**config.mk**
```make
export PLATFORM = sky130hd
export DESIGN_NAME = mc_control_fsm
export DESIGN_NICKNAME = d
export VERILOG_FILES = /design/src/rtl/mc_control_fsm_pkg.sv /design/src/rtl/mc_control_fsm_mem_wait_timer.sv /design/src/rtl/mc_control_fsm.sv
export SDC_FILE = /design/constraint.sdc
export NUM_CORES = 1
export LEC_CHECK = 0
export CAP_MARGIN = 20
export CORE_ASPECT_RATIO = 0.7
export CORE_MARGIN = 10
export CORE_UTILIZATION = 30
export DETAILED_ROUTE_END_ITERATION = 8
export REMOVE_ABC_BUFFERS = 1
export SYNTH_ARGS = -nofsm -noshare
export SYNTH_HDL_FRONTEND = slang
export SYNTH_SLANG_ARGS = --single-unit
```
**constraint.sdc**
```tcl
create_clock -name clk -period 4.6 [get_ports clk]
set_input_delay 0.92 -clock clk [delete_from_list [all_inputs] [get_ports clk]]
set_output_delay 0.92 -clock clk [all_outputs]
set_load 0.03 [all_outputs]
```
**src/rtl/mc_control_fsm_pkg.sv**
```systemverilog
`default_nettype none
// ============================================================================
//  Module   : mc_control_fsm_pkg
//  Brief    : Shared opcode, state and ALU-select encodings for the
//             multi-cycle RISC-V control FSM.
//  Revision : 1.0  initial release
// ============================================================================
package mc_control_fsm_pkg;

    typedef logic [6:0] opcode_t;
    typedef logic [2:0] state_t;

    // RV32I major opcodes recognised by the controller
    localparam opcode_t C_OP_R      = 7'b0110011;
    localparam opcode_t C_OP_I      = 7'b0010011;
    localparam opcode_t C_OP_LOAD   = 7'b0000011;
    localparam opcode_t C_OP_STORE  = 7'b0100011;
    localparam opcode_t C_OP_BRANCH = 7'b1100011;
    localparam opcode_t C_OP_JAL    = 7'b1101111;
    localparam opcode_t C_OP_JALR   = 7'b1100111;
    localparam opcode_t C_OP_ECALL  = 7'b1110011;

    // FSM state encoding, also exported on the state port
    localparam logic [2:0] C_ST_IF   = 3'd0;
    localparam logic [2:0] C_ST_ID   = 3'd1;
    localparam logic [2:0] C_ST_EX   = 3'd2;
    localparam logic [2:0] C_ST_MEM  = 3'd3;
    localparam logic [2:0] C_ST_WB   = 3'd4;
    localparam logic [2:0] C_ST_HALT = 3'd5;
    localparam logic [2:0] C_ST_ERR  = 3'd6;

    // ALU operand A select
    localparam logic [1:0] C_ASA_PC   = 2'd0;
    localparam logic [1:0] C_ASA_RS1  = 2'd1;
    // ALU operand B select
    localparam logic [1:0] C_ASB_RS2  = 2'd0;
    localparam logic [1:0] C_ASB_FOUR = 2'd1;
    localparam logic [1:0] C_ASB_IMM  = 2'd2;
    // ALU operation class
    localparam logic [1:0] C_ALU_ADD   = 2'd0;
    localparam logic [1:0] C_ALU_BR    = 2'd1;
    localparam logic [1:0] C_ALU_FUNCT = 2'd2;

    // True for opcodes that proceed from ID into EX
    function automatic logic op_is_exec(input opcode_t op);
        logic r;
        r = 1'b0;
        case (op)
            C_OP_R, C_OP_I, C_OP_LOAD, C_OP_STORE,
            C_OP_BRANCH, C_OP_JAL, C_OP_JALR: r = 1'b1;
            default:                          r = 1'b0;
        endcase
        return r;
    endfunction

endpackage
`default_nettype wire

```
**src/rtl/mc_control_fsm_mem_wait_timer.sv**
```systemverilog
`default_nettype none
// ============================================================================
//  Module   : mem_wait_timer
//  Brief    : Counts consecutive memory wait cycles; flags when the count
//             reaches MEM_TIMEOUT. Clear has priority over counting.
//  Revision : 1.0  initial release
// ============================================================================
module mem_wait_timer #(
    parameter int MEM_TIMEOUT = 15
) (
    input  logic clk,
    input  logic reset,
    input  logic clear,
    input  logic count_en,
    output logic expired
);

    localparam int W = (MEM_TIMEOUT > 0) ? $clog2(MEM_TIMEOUT + 1) : 1;
    localparam logic [W-1:0] C_LIMIT = W'(MEM_TIMEOUT);
    localparam logic [W-1:0] C_ONE   = W'(1);

    logic [W-1:0] r_count;

    assign expired = (r_count == C_LIMIT);

    // Wait counter; saturates at the limit so it can never wrap to zero
    always_ff @(posedge clk) begin
        if (reset || clear) begin
            r_count <= '0;
        end else if (count_en && !expired) begin
            r_count <= r_count + C_ONE;
        end
    end

endmodule
`default_nettype wire

```
**src/rtl/mc_control_fsm.sv**
```systemverilog
`default_nettype none
// ============================================================================
//  Module   : mc_control_fsm
//  Brief    : Multi-cycle RISC-V control unit (IF/ID/EX/MEM/WB) with memory
//             wait timeout, sticky halt/fault and retired-instruction count.
//  Revision : 1.0  initial release
// ============================================================================
module mc_control_fsm
    import mc_control_fsm_pkg::*;
#(
    parameter int MEM_TIMEOUT = 15,
    parameter int CNT_W       = 32
) (
    input  logic             clk,
    input  logic             reset,
    input  logic [6:0]       opcode,
    input  logic             bcond,
    input  logic             halt_req,
    input  logic             mem_ready,
    output logic             pc_write,
    output logic             pc_write_cond,
    output logic             i_or_d,
    output logic             mem_read,
    output logic             mem_write,
    output logic             ir_write,
    output logic             mem_to_reg,
    output logic             reg_write,
    output logic             pc_to_reg,
    output logic             pc_source,
    output logic [1:0]       alu_src_a,
    output logic [1:0]       alu_src_b,
    output logic [1:0]       alu_op,
    output logic             is_halted,
    output logic             fault,
    output logic [2:0]       state,
    output logic [CNT_W-1:0] retired
);

    localparam logic [CNT_W-1:0] C_CNT_ONE = CNT_W'(1);

    logic [2:0]       r_state;
    logic [2:0]       w_next_state;
    logic [6:0]       r_opcode;
    logic [CNT_W-1:0] r_retired;
    logic             w_retire;
    logic             w_in_wait_state;
    logic             w_timer_clr;
    logic             w_timer_en;
    logic             w_expired;

    assign state   = r_state;
    assign retired = r_retired;

    // Timer runs only while an IF/MEM access is stalled; any completion or
    // state change restarts it
    assign w_in_wait_state = (r_state == C_ST_IF) || (r_state == C_ST_MEM);
    assign w_timer_en      = w_in_wait_state && !mem_ready;
    assign w_timer_clr     = mem_ready || !w_in_wait_state || (w_next_state != r_state);

    mem_wait_timer #(
        .MEM_TIMEOUT (MEM_TIMEOUT)
    ) u_wait_timer (
        .clk      (clk),
        .reset    (reset),
        .clear    (w_timer_clr),
        .count_en (w_timer_en),
        .expired  (w_expired)
    );

    // Next-state and instruction-retire decision
    always_comb begin
        w_next_state = r_state;
        w_retire     = 1'b0;
        case (r_state)
            C_ST_IF: begin
                if (mem_ready)      w_next_state = C_ST_ID;
                else if (w_expired) w_next_state = C_ST_ERR;
            end
            C_ST_ID: begin
                if (op_is_exec(opcode)) begin
                    w_next_state = C_ST_EX;
                end else if (opcode == C_OP_ECALL) begin
                    if (halt_req) begin
                        w_next_state = C_ST_HALT;
                    end else begin
                        w_next_state = C_ST_IF;
                        w_retire     = 1'b1;
                    end
                end else begin
                    w_next_state = C_ST_ERR;
                end
            end
            C_ST_EX: begin
                case (r_opcode)
                    C_OP_R, C_OP_I, C_OP_JAL, C_OP_JALR: w_next_state = C_ST_WB;
                    C_OP_LOAD, C_OP_STORE:               w_next_state = C_ST_MEM;
                    C_OP_BRANCH: begin
                        w_next_state = C_ST_IF;
                        w_retire     = 1'b1;
                    end
                    default:                             w_next_state = C_ST_ERR;
                endcase
            end
            C_ST_MEM: begin
                if (mem_ready) begin
                    if (r_opcode == C_OP_LOAD) begin
                        w_next_state = C_ST_WB;
                    end else begin
                        w_next_state = C_ST_IF;
                        w_retire     = 1'b1;
                    end
                end else if (w_expired) begin
                    w_next_state = C_ST_ERR;
                end
            end
            C_ST_WB: begin
                w_next_state = C_ST_IF;
                w_retire     = 1'b1;
            end
            C_ST_HALT: w_next_state = C_ST_HALT;
            C_ST_ERR:  w_next_state = C_ST_ERR;
            default:   w_next_state = C_ST_ERR;
        endcase
    end

    // State, latched opcode and retired counter registers
    always_ff @(posedge clk) begin
        if (reset) begin
            r_state   <= C_ST_IF;
            r_opcode  <= '0;
            r_retired <= '0;
        end else begin
            r_state <= w_next_state;
            if (r_state == C_ST_ID) begin
                r_opcode <= opcode;
            end
            if (w_retire) begin
                r_retired <= r_retired + C_CNT_ONE;
            end
        end
    end

    // Datapath control decode; write enables are suppressed while in reset
    always_comb begin
        pc_write      = 1'b0;
        pc_write_cond = 1'b0;
        i_or_d        = 1'b0;
        mem_read      = 1'b0;
        mem_write     = 1'b0;
        ir_write      = 1'b0;
        mem_to_reg    = 1'b0;
        reg_write     = 1'b0;
        pc_to_reg     = 1'b0;
        pc_source     = 1'b0;
        alu_src_a     = C_ASA_PC;
        alu_src_b     = C_ASB_RS2;
        alu_op        = C_ALU_ADD;
        is_halted     = (r_state == C_ST_HALT) || (r_state == C_ST_ERR);
        fault         = (r_state == C_ST_ERR);
        case (r_state)
            C_ST_IF: begin
                mem_read  = 1'b1;
                ir_write  = mem_ready;
                pc_write  = mem_ready;
                alu_src_a = C_ASA_PC;
                alu_src_b = C_ASB_FOUR;
                alu_op    = C_ALU_ADD;
            end
            C_ST_EX: begin
                case (r_opcode)
                    C_OP_R: begin
                        alu_src_a = C_ASA_RS1;
                        alu_src_b = C_ASB_RS2;
                        alu_op    = C_ALU_FUNCT;
                    end
                    C_OP_I: begin
                        alu_src_a = C_ASA_RS1;
                        alu_src_b = C_ASB_IMM;
                        alu_op    = C_ALU_FUNCT;
                    end
                    C_OP_LOAD, C_OP_STORE, C_OP_JALR: begin
                        alu_src_a = C_ASA_RS1;
                        alu_src_b = C_ASB_IMM;
                        alu_op    = C_ALU_ADD;
                    end
                    C_OP_JAL: begin
                        alu_src_a = C_ASA_PC;
                        alu_src_b = C_ASB_IMM;
                        alu_op    = C_ALU_ADD;
                    end
                    C_OP_BRANCH: begin
                        alu_src_a     = C_ASA_RS1;
                        alu_src_b     = C_ASB_RS2;
                        alu_op        = C_ALU_BR;
                        pc_write_cond = bcond;
                        pc_source     = 1'b1;
                    end
                    default: ;
                endcase
            end
            C_ST_MEM: begin
                i_or_d    = 1'b1;
                mem_read  = (r_opcode == C_OP_LOAD);
                mem_write = (r_opcode == C_OP_STORE);
            end
            C_ST_WB: begin
                reg_write  = 1'b1;
                mem_to_reg = (r_opcode == C_OP_LOAD);
                if ((r_opcode == C_OP_JAL) || (r_opcode == C_OP_JALR)) begin
                    pc_to_reg = 1'b1;
                    pc_write  = 1'b1;
                    pc_source = 1'b0;
                end
            end
            default: ;
        endcase
        if (reset) begin
            pc_write      = 1'b0;
            pc_write_cond = 1'b0;
            ir_write      = 1'b0;
            mem_write     = 1'b0;
            reg_write     = 1'b0;
        end
    end

endmodule
`default_nettype wire

```
==> summary.md <==
| Metric | Value |
|---|---|
| Status | complete, no violations |
| Setup bufs post-CTS | 0 |
| Fin Hold WS | 486 ps |
| Root Buffer | clkbuf_16 |
| Routability cong. | about 0.83 |
| Die Wd | 135 microns |
| Starting Density | 0.307 |
| Max VDD drop | 133 uV |
| Setup TNS | 0 ps |
| CP startpoint kind | input pin |
| Commonest cells post-synth | dfxtp_1 (46), nor2_1 (36), nand2_1 (28) |
| Number of max-cap violations | 0 |
| Height of the die | 100 microns |
| CTS tree | built |
| Diodes inserted | 0 |
| EDFF count, synth | 0 |
| Vias in the first global route | between 2,000 and 3,000 |
| Fin util | 0.402 |
| Critical path type | input pin to output pin |
| Synth Area in Adders | 0.00903 |
| Htree depth | 2 |
| Hold Path Class | flip-flop to flip-flop |
| DP Area | 0.00346 sq mm |
| Mux share of post-synthesis cell area | 0.0406 |
| CP required | 3680 ps |
| First-pass GRT wire length | 14.1 mm |
| Post-route cell area | 0.00363 sq mm |
| Final hold vios | 0 |
| CP Max Fanout | 7 |
| I/O Buffers | 63 |
| Seq/Total Area, Yosys | 0.332 |
| CTS sink cnt | 46 |
| Largest family of logic cells by synthesized area | simple AND/OR/NAND/NOR gates |
| Vias | ~2,800 |
| Tot GR Track Use | 0.124 |
| Inserted Clock Buffers | 5 |
| Slowest cell delay on critical path | around 680 ps |
| Number of fill cells in the layout | roughly 940 |
| Vias/cell | 5.41 |
| Most common cell in the synthesized netlist | dfxtp_1 |
| Simple logic cell fraction of the synthesized area | 0.325 |
| Pins Over Slew Limit | 0 |
| Hold Buf Count CTS | 0 |
| Critical Path AT | ~2600 ps |
| Slowest stage cell, crit path | clkdlybuf4s50_1 |
| Synth Flop Type | dfxtp_1 |
| Compound-Gate Fraction of Synth Area | 0.224 |
| CTS-repair resized insts | 0 |
| Distinct cells, synth | between 50 and 60 |
| Clk buf depth | 2 |
| Worst-Margin Slew | 821 ps |
| Slew Limit Headroom | 0.448 |
| Later-pin clock latency in the skew report | 280 ps |
| Initial antenna violation count | 1 |
| Clk pin slew, worst setup/hold paths | 60 ps |
| Top-area cell type share of the netlist area | 0.332 |
| Initial DRT Pass Iterations | 4 |
| Buf/Inv on CP | 2 |
| Gate Count Post-Synth | 350 |
| FMAX | 0.288 GHz |
| Largest net degree at the start of global routing | 51 |
| Post-synthesis xor/xnor area fraction | 0.0126 |
| Post-synthesis area per instance | 7.92 sq um |
| Total wire length | 8.62 mm |
| Leakage Power | 0.00107 uW |
| Initial DRC count | 195 |
| Rows | 29 |
| Grt total ovfl | 0 |
| DRC viols | 0 |
| Synth warnings | 0 |
| Power per Cell Area | 297 mW/mm^2 |
| Crit end category | output pin |
| Core box area | 0.00903 sq mm |
| Die ar. | ~0.014 sq mm |
| Crit-path most repeated cell | clkdlybuf4s50_1 |
| DR WL/cell | 16.4 microns |
| Synth top area cells | dfxtp_1 (33%), a21oi_1 (4.9%), nor2_1 (4.9%), nand2_1 (3.8%), o31ai_1 (3.5%) |
| Post-route ant nets | 0 |
| DP HPWL | 6.34 mm |
| Final Net Count | 416 |
| Fin crit period | 3470 ps |
| Clock Skews | 8.86 ps |
| Post-route clock period utilization | 0.755 |
| Netlist Area Pre-Place | approximately 0.0028 sq mm |
| Unrepaired setup endpoints after global routing | false |
| Final setup violation count | 0 |
| Most area-hungry cell type in the Yosys netlist | dfxtp_1 |
| Asr flop ratio synth | 0 |
| Area Overhead vs Synth | 31.0% |
| I/O pins | 65 |
| Crit path max-delay family | buffers and inverters |
| Critical-path cell list | clkdlybuf4s50_1 -> nand2_1 -> o21ai_0 -> nor2b_1 -> clkdlybuf4s50_1 |
| Yosys reg bits | 46 |
| Layout cell share with drive strength beyond 1 | 0.0597 |
## worst paths after layout
check	from	endpoint	slack, ps	cells after the start
min reg2reg	retired[31]$_SDFFE_PP0P_	retired[31]$_SDFFE_PP0P_	490	2
max	mem_ready	pc_write	1130	5
max reg2reg	retired[0]$_SDFFE_PP0P_	retired[26]$_SDFFE_PP0P_	1630	6
min	retired[31]$_SDFFE_PP0P_	retired[31]$_SDFFE_PP0P_	490	2
## logic make-up (layout without fill, tap and decap cells)
kind of cell,count (synthesis),in the layout
and+or+nand+nor,163,163
xor gates and xnor gates,4,4
AOI/OAI and AO/OA,90,90
other,1,1
adders and majority gates,2,2
buffers and inverters,33,85
DFF,46,46
muxes,11,11
## worst min-delay path: stages (launching register included)
cell and delay, ps:
dfxtp_1 320, o31ai_1 60, a21oi_1 60
## registers in the layout (all words and copies together) (netlist names)
register	count
r_opcode	7
retired	32
state	3
u_wait_timer.r_count	4
## layout make-up
type / instances / area [sq um] / share of cell area
sequential: 46 / 921 / 0.253
clock inverter: 1 / 30.0 / 0.00826
multi-input combinational: 271 / 1700 / 0.468
inverter: 13 / 48.8 / 0.0134
clock buffer: 6 / 139 / 0.0382
timing repair buffer: 65 / 641 / 0.176
tap: 124 / 155 / 0.0427
## cell usage in the layout (no fill, tap or decap), types with 8 or more instances in the layout
cell type and count:
clkdlybuf4s50_1 62, dfxtp_1 46, nor2_1 36, nand2_1 28, a21oi_1 27, nand3_1 18, o21ai_0 15, inv_1 13
nand4_1 13, o31ai_1 13, or3_1 11, or4_1 11, nor3_1 9, mux2i_1 9, nor2b_1 8
## through the flow
stage	power [uW]	instances	worst slack [ps]
after detailed placement	675	519	1130
after CTS	1090	526	1120
final	1080	526	1130
after floorplan	584	330	1520
after global routing	1130	526	965
after global placement	672	519	1150
## layer usage
layer  GRT usage  up-vias  share of wire
met5           0        -         0.0015
met3      0.0514        6          0.097
met4      0.0183        2         0.0027
li1            -     1418              -
met2       0.185       86           0.41
met1       0.166     1334           0.49
## power breakdown
part           internal [uW]  switching [uW]
Clock                    268             145
Combinational           87.8             135
Sequential               412            30.9
Note: power is estimated with default switching activity, not from simulation.
